$ cat config.mk
export PLATFORM = sky130hd
export DESIGN_NAME = letreiro_rolagem_flat
export DESIGN_NICKNAME = d
export VERILOG_FILES = /design/src/rtl/letreiro_rolagem_if.sv /design/src/rtl/letreiro_rolagem.sv /design/src/flat_wrapper.sv
export SDC_FILE = /design/constraint.sdc
export NUM_CORES = 1
export LEC_CHECK = 0
export ABC_CLOCK_PERIOD_IN_PS = 5050
export CAP_MARGIN = 20
export CORE_ASPECT_RATIO = 0.5
export CORE_MARGIN = 2
export CORE_UTILIZATION = 35
export CTS_CLUSTER_SIZE = 10
export DETAILED_ROUTE_END_ITERATION = 10
export SYNTH_ARGS = -nofsm -noshare
export SYNTH_HDL_FRONTEND = slang
export SYNTH_SLANG_ARGS = --single-unit
$ cat constraint.sdc
create_clock -name clk -period 5.05 [get_ports clk]
set_clock_uncertainty 0.15 [all_clocks]
set_input_delay 1.01 -clock clk [delete_from_list [all_inputs] [get_ports clk]]
set_output_delay 1.01 -clock clk [all_outputs]
set_load 0.02 [all_outputs]
$ cat src/rtl/letreiro_rolagem_if.sv
// Control/display bus of the scrolling marquee sequencer.
// master: the controller side (drives run/pause/stop/direction, watches the display).
// slave : the sequencer (letreiro_rolagem).
// NUM_DISP must match the NUM_DISP of the sequencer it is connected to.
interface letreiro_rolagem_if #(
   parameter int NUM_DISP = 4
);
   logic                    iniciar;
   logic                    pausar;
   logic                    parar;
   logic                    dir;
   logic [3*NUM_DISP-1:0]   codigos;
   logic [2:0]              pos;
   logic                    rodando;
   logic                    passo;

   modport master (
      output iniciar, pausar, parar, dir,
      input  codigos, pos, rodando, passo
   );

   modport slave (
      input  iniciar, pausar, parar, dir,
      output codigos, pos, rodando, passo
   );
endinterface

$ cat src/rtl/letreiro_rolagem.sv
// Scrolling marquee sequencer: scrolls the 8-code message 0..7 across NUM_DISP
// 3-bit displays, one step every TICK_DIV clocks, under an IDLE/RUN/PAUSE FSM.
// Optional build macro LETREIRO_PISCA_EN: while paused the prescaler keeps
// running and each wrap toggles a blink flag that blanks all displays.

// One display: its code is the message offset plus the display index, mod 8.
module letreiro_digito #(
   parameter int K = 0
) (
   input  logic [2:0] pos,
   output logic [2:0] codigo
);
   assign codigo = pos + 3'(K);
endmodule

module letreiro_rolagem #(
   parameter int TICK_DIV = 50_000_000,
   parameter int NUM_DISP = 4
) (
   input  logic              clk,
   input  logic              rst_n,
   letreiro_rolagem_if.slave bus
);
   localparam int PW = (TICK_DIV > 2) ? $clog2(TICK_DIV) : 1;
   localparam logic [PW-1:0] ULT = PW'(TICK_DIV - 1);

   typedef enum logic [1:0] {IDLE, RUN, PAUSE} estado_t;

   estado_t                     est;
   logic [PW-1:0]               presc;
   logic [2:0]                  pos;
   logic [2:0]                  pos_prox;
   logic                        passo;
   logic                        rodando;
   logic [NUM_DISP-1:0][2:0]    codigos;
   logic [NUM_DISP-1:0][2:0]    jan_atual;
   logic [NUM_DISP-1:0][2:0]    jan_prox;
`ifdef LETREIRO_PISCA_EN
   logic                        pisca;
`endif

   // Offset the message takes at the next step; dir only matters at the tick.
   always_comb begin
      pos_prox = bus.dir ? (pos - 3'd1) : (pos + 3'd1);
   end

   // Window for the current offset (hold / resume) and for the next offset
   // (tick), so codigos lands in the same cycle as pos.
   for (genvar k = 0; k < NUM_DISP; k++) begin : g_disp
      letreiro_digito #(.K(k)) u_atual (.pos(pos),      .codigo(jan_atual[k]));
      letreiro_digito #(.K(k)) u_prox  (.pos(pos_prox), .codigo(jan_prox[k]));
   end

   // FSM, prescaler, position and registered display outputs.
   always_ff @(posedge clk or negedge rst_n) begin
      if (!rst_n) begin
         est     <= IDLE;
         presc   <= '0;
         pos     <= '0;
         passo   <= 1'b0;
         rodando <= 1'b0;
         codigos <= '1;
`ifdef LETREIRO_PISCA_EN
         pisca   <= 1'b0;
`endif
      end else begin
         passo <= 1'b0;
         if (bus.parar) begin
            // stop beats everything, including a tick landing this cycle
            est     <= IDLE;
            presc   <= '0;
            pos     <= '0;
            rodando <= 1'b0;
            codigos <= '1;
`ifdef LETREIRO_PISCA_EN
            pisca   <= 1'b0;
`endif
         end else begin
            case (est)
               IDLE: begin
                  if (bus.iniciar) begin
                     est     <= RUN;
                     presc   <= '0;
                     rodando <= 1'b1;
                     codigos <= jan_atual;
                  end
               end
               RUN: begin
                  if (bus.pausar) begin
                     // prescaler left as is so resume finishes the current step
                     est     <= PAUSE;
                     rodando <= 1'b0;
                  end else if (presc == ULT) begin
                     presc   <= '0;
                     pos     <= pos_prox;
                     passo   <= 1'b1;
                     codigos <= jan_prox;
                  end else begin
                     presc   <= presc + 1'b1;
                  end
               end
               PAUSE: begin
                  if (bus.iniciar && !bus.pausar) begin
                     est     <= RUN;
                     rodando <= 1'b1;
                     codigos <= jan_atual;
`ifdef LETREIRO_PISCA_EN
                     pisca   <= 1'b0;
`endif
                  end else begin
`ifdef LETREIRO_PISCA_EN
                     if (presc == ULT) begin
                        presc   <= '0;
                        pisca   <= ~pisca;
                        codigos <= pisca ? jan_atual : '1;
                     end else begin
                        presc   <= presc + 1'b1;
                     end
`endif
                  end
               end
               default: est <= IDLE;
            endcase
         end
      end
   end

   assign bus.codigos = codigos;
   assign bus.pos     = pos;
   assign bus.rodando = rodando;
   assign bus.passo   = passo;
endmodule

$ cat src/flat_wrapper.sv
// flat-port wrapper written by rule: the top's interface ports become plain ports
module letreiro_rolagem_flat 
#(
   parameter int TICK_DIV = 50_000_000,
   parameter int NUM_DISP = 4
)
  (clk, rst_n, bus_iniciar, bus_pausar, bus_parar, bus_dir, bus_codigos, bus_pos, bus_rodando, bus_passo);
  letreiro_rolagem_if #(.NUM_DISP(NUM_DISP)) bus_i ();
  input  logic clk;
  input  logic rst_n;
  input wire logic [$bits(bus_i.iniciar)-1:0] bus_iniciar;
  input wire logic [$bits(bus_i.pausar)-1:0] bus_pausar;
  input wire logic [$bits(bus_i.parar)-1:0] bus_parar;
  input wire logic [$bits(bus_i.dir)-1:0] bus_dir;
  output wire logic [$bits(bus_i.codigos)-1:0] bus_codigos;
  output wire logic [$bits(bus_i.pos)-1:0] bus_pos;
  output wire logic [$bits(bus_i.rodando)-1:0] bus_rodando;
  output wire logic [$bits(bus_i.passo)-1:0] bus_passo;
  assign bus_i.iniciar = bus_iniciar;
  assign bus_i.pausar = bus_pausar;
  assign bus_i.parar = bus_parar;
  assign bus_i.dir = bus_dir;
  assign bus_codigos = bus_i.codigos;
  assign bus_pos = bus_i.pos;
  assign bus_rodando = bus_i.rodando;
  assign bus_passo = bus_i.passo;
  letreiro_rolagem #(.TICK_DIV(TICK_DIV), .NUM_DISP(NUM_DISP)) u_core (.clk(clk), .rst_n(rst_n), .bus(bus_i));
endmodule
==> flow_summary.toml <==
[run_status]
status = "complete, no violations"

[sta]
hold_violations = 0
rsz0062_at_grt = "no"
slew_headroom_pct = 37.2
period_share_pct = 65.8
fmax_ghz = 0.301
min_period_ns = 3.32
max_slew.worst_pin.slew_ns = 0.942
final-setup-viol-count = 0
whs_ns = 0.328
maxSlewViolCount = 0
tns_ns = 0

[routing]
wl_per_cell_microns = 14.5
dr.pass1.iters = 4
drc = 0
ant_nets = 0
via_count = 2031
routed_wl_mm = 5.43
drtIter0Drc = 129
vias_per_cell = 5.42

[cells_and_area]
layout-drive-gt1-share_pct = 12.0
num_antenna_cells = 0
utilization_pct = 43.2
nNetsFinal = 296
syn_to_final_growth_pct = 17.0
finalNonFillerCells = 375

[power_and_ir_drop]
power_density_nw_per_um2 = 419
irDropWorstVdd_mv = 0.139
leakage_nw = 1.25

[critical_path]
critPathKind = "input port to flip-flop"
end_kind = "flip-flop"
cp_data_arrival_time_ns = 3.37
worst_ep_required_time_ns = 5.10
crit_path_start_kind = "input port"
reg2reg_depth = 6
worst-path-max-fanout = 17

[clock_network]
ctsHtreeMaxLevel = 2
clock_path_buffers = 2
path_clk_slew_ns = 0.06
cts_tree = "built"
cts_buffers = 5
post-cts-setup-buffers = 0
cts-hold-fix-buffers = 0
worst_skew_pair.late_latency_ns = 0.28
clock_sinks = 43
cts_resized = 0
root_buffer = "clkbuf_16"

[die]
start_util_pct = 36.9
fp.dieW_microns = 124
pin_count = 23
die_area_sq_um = 7910
die-height_microns = 63.9
core_sq_um = 6810
row_count = 21

[synth]
ys_seq_area_share_pct = 43.4
avgSynthCellArea_sq_um = 9.62
synth_top_area_share_pct = 32.9
synth-edff-count = 0
netlist_top_cells_count = "dfrtp_1 (33), nand2_1 (26), nor2_1 (22)"
synth-seq-cells = 43
synth_top_cell_by_area = "dfrtp_1"
synth_area_sq_um = 2510
synthTopCellsByArea = "dfrtp_1 (33%), dfstp_2 (10%), xor2_1 (4.2%)"
syn_inst = 261
async_flop_share_pct = 100
yosys.cell_types.count = 52
syn_nets = 275
synth_warnings = 0
synth-main-ff-cell = "dfrtp_1"
synth.most_common_cell = "dfrtp_1"

[placement]
dpl.hpwl_mm = 3.95
dpl.cell_count = 367
place_congestion = 0.781
numPortBuffers = 22

[job]
drv_cap = 0

[worst_hold_path]
holdPathStages = 2
min_path_type = "flip-flop to flip-flop"

[grt]
grt_pass1_vias = 1994
grt-ovfl-total = 0
antenna_found_initial = 0
grt_max_degree = 44
grt.total_usage_pct = 15.1
grt_pass1_wl_mm = 9.36
==> layer usage <==
layer	wire length, microns	global-route usage [%]	vias up	part of all wire, %
li1	-	-	987	-
met1	2550	19.7	990	47
met2	2550	24.7	46	47
met3	254	3.66	8	4.7
met4	65	4.69	0	1.2
met5	0	0	-	0
==> logic make-up (layout without fill, tap and decap cells) <==
| group | Yosys count | after routing | synth area share, % |
|---|---|---|---|
| flops | 43 | 43 | 43.4 |
| xor+xnor | 16 | 16 | 5.58 |
| compound gates | 51 | 51 | 13.7 |
| fa+ha+maj | 8 | 8 | 3.99 |
| mux | 13 | 13 | 6.38 |
| buf+inv | 22 | 44 | 4.04 |
| simple gates | 108 | 108 | 23.0 |
==> sequential cells by signal (all words and copies together) (netlist names) <==
| signal | count |
|---|---|
| u_core.bus.rodando | 1 |
| u_core.bus.codigos | 10 |
| u_core.presc | 26 |
| u_core.est | 2 |
| u_core.bus.passo | 1 |
| u_core.bus.pos | 3 |
==> critical path, cell delays in order <==
cell and delay, ns:
clkdlybuf4s50_1 0.67, inv_2 0.26, nand2_1 0.20, a21oi_2 0.62
nor2_1 0.39, a21oi_1 0.21
==> area by class of cell <==
| cell class | instances | area, sq um |
|---|---|---|
| Clock buffer | 6 | 129 |
| Clock inverter | 2 | 12.5 |
| Fill cell | 653 | 3870 |
| Inverter | 13 | 48.8 |
| Multi-Input combinational cell | 196 | 1320 |
| Sequential cell | 43 | 1090 |
| Tap cell | 92 | 115 |
| Timing Repair Buffer | 23 | 223 |
==> final timing paths <==
kind	start	to	slack, ns
worst max-delay path	bus_parar	u_core.presc[23]	1.73
worst min-delay path	u_core.bus.codigos[11]	u_core.bus.codigos[11]	0.33
worst max register to register	u_core.est[1]	u_core.presc[23]	2.27
worst min register to register	u_core.bus.codigos[11]	u_core.bus.codigos[11]	0.33
max in group asynchronous	rst_n	u_core.presc[6]	3.44
min in group asynchronous	rst_n	u_core.presc[23]	0.72
==> where the power goes <==
part / switching (mW) / leakage, nW / internal [mW]
Clock: 0.130 / 0.0669 / 0.182
Sequential: 0.0338 / 0.562 / 0.418
Combinational: 0.257 / 0.617 / 0.210
Total: 0.421 / 1.25 / 0.811
==> layout by cell type (no fill, tap or decap), drive strengths merged, types with 4 or more instances in the layout <==
| master | n |
|---|---|
| xnor2 | 4 |
| nor3 | 5 |
| nand4 | 14 |
| dfrtp | 33 |
| nand2 | 26 |
| mux2 | 6 |
| a31oi | 9 |
| ha | 8 |
| mux2i | 7 |
| nand3 | 13 |
| nand2b | 5 |
| and3 | 8 |
| a21oi | 10 |
| nor2 | 22 |
| clkdlybuf4s50 | 21 |
| inv | 13 |
| xor2 | 12 |
| clkbuf | 6 |
| o21ai | 14 |
| dfstp | 10 |
==> through the flow <==
step	power, mW	setup WS (ns)	instance area, sq um
2_1_floorplan	0.790	2.64	2510
3_3_place_gp	0.917	1.58	2800
3_5_place_dp	0.928	1.45	2800
4_1_cts	1.25	1.77	2940
5_1_grt	1.31	1.52	2940
6_report	1.23	1.73	2940
Note: power is estimated with default switching activity, not from simulation.
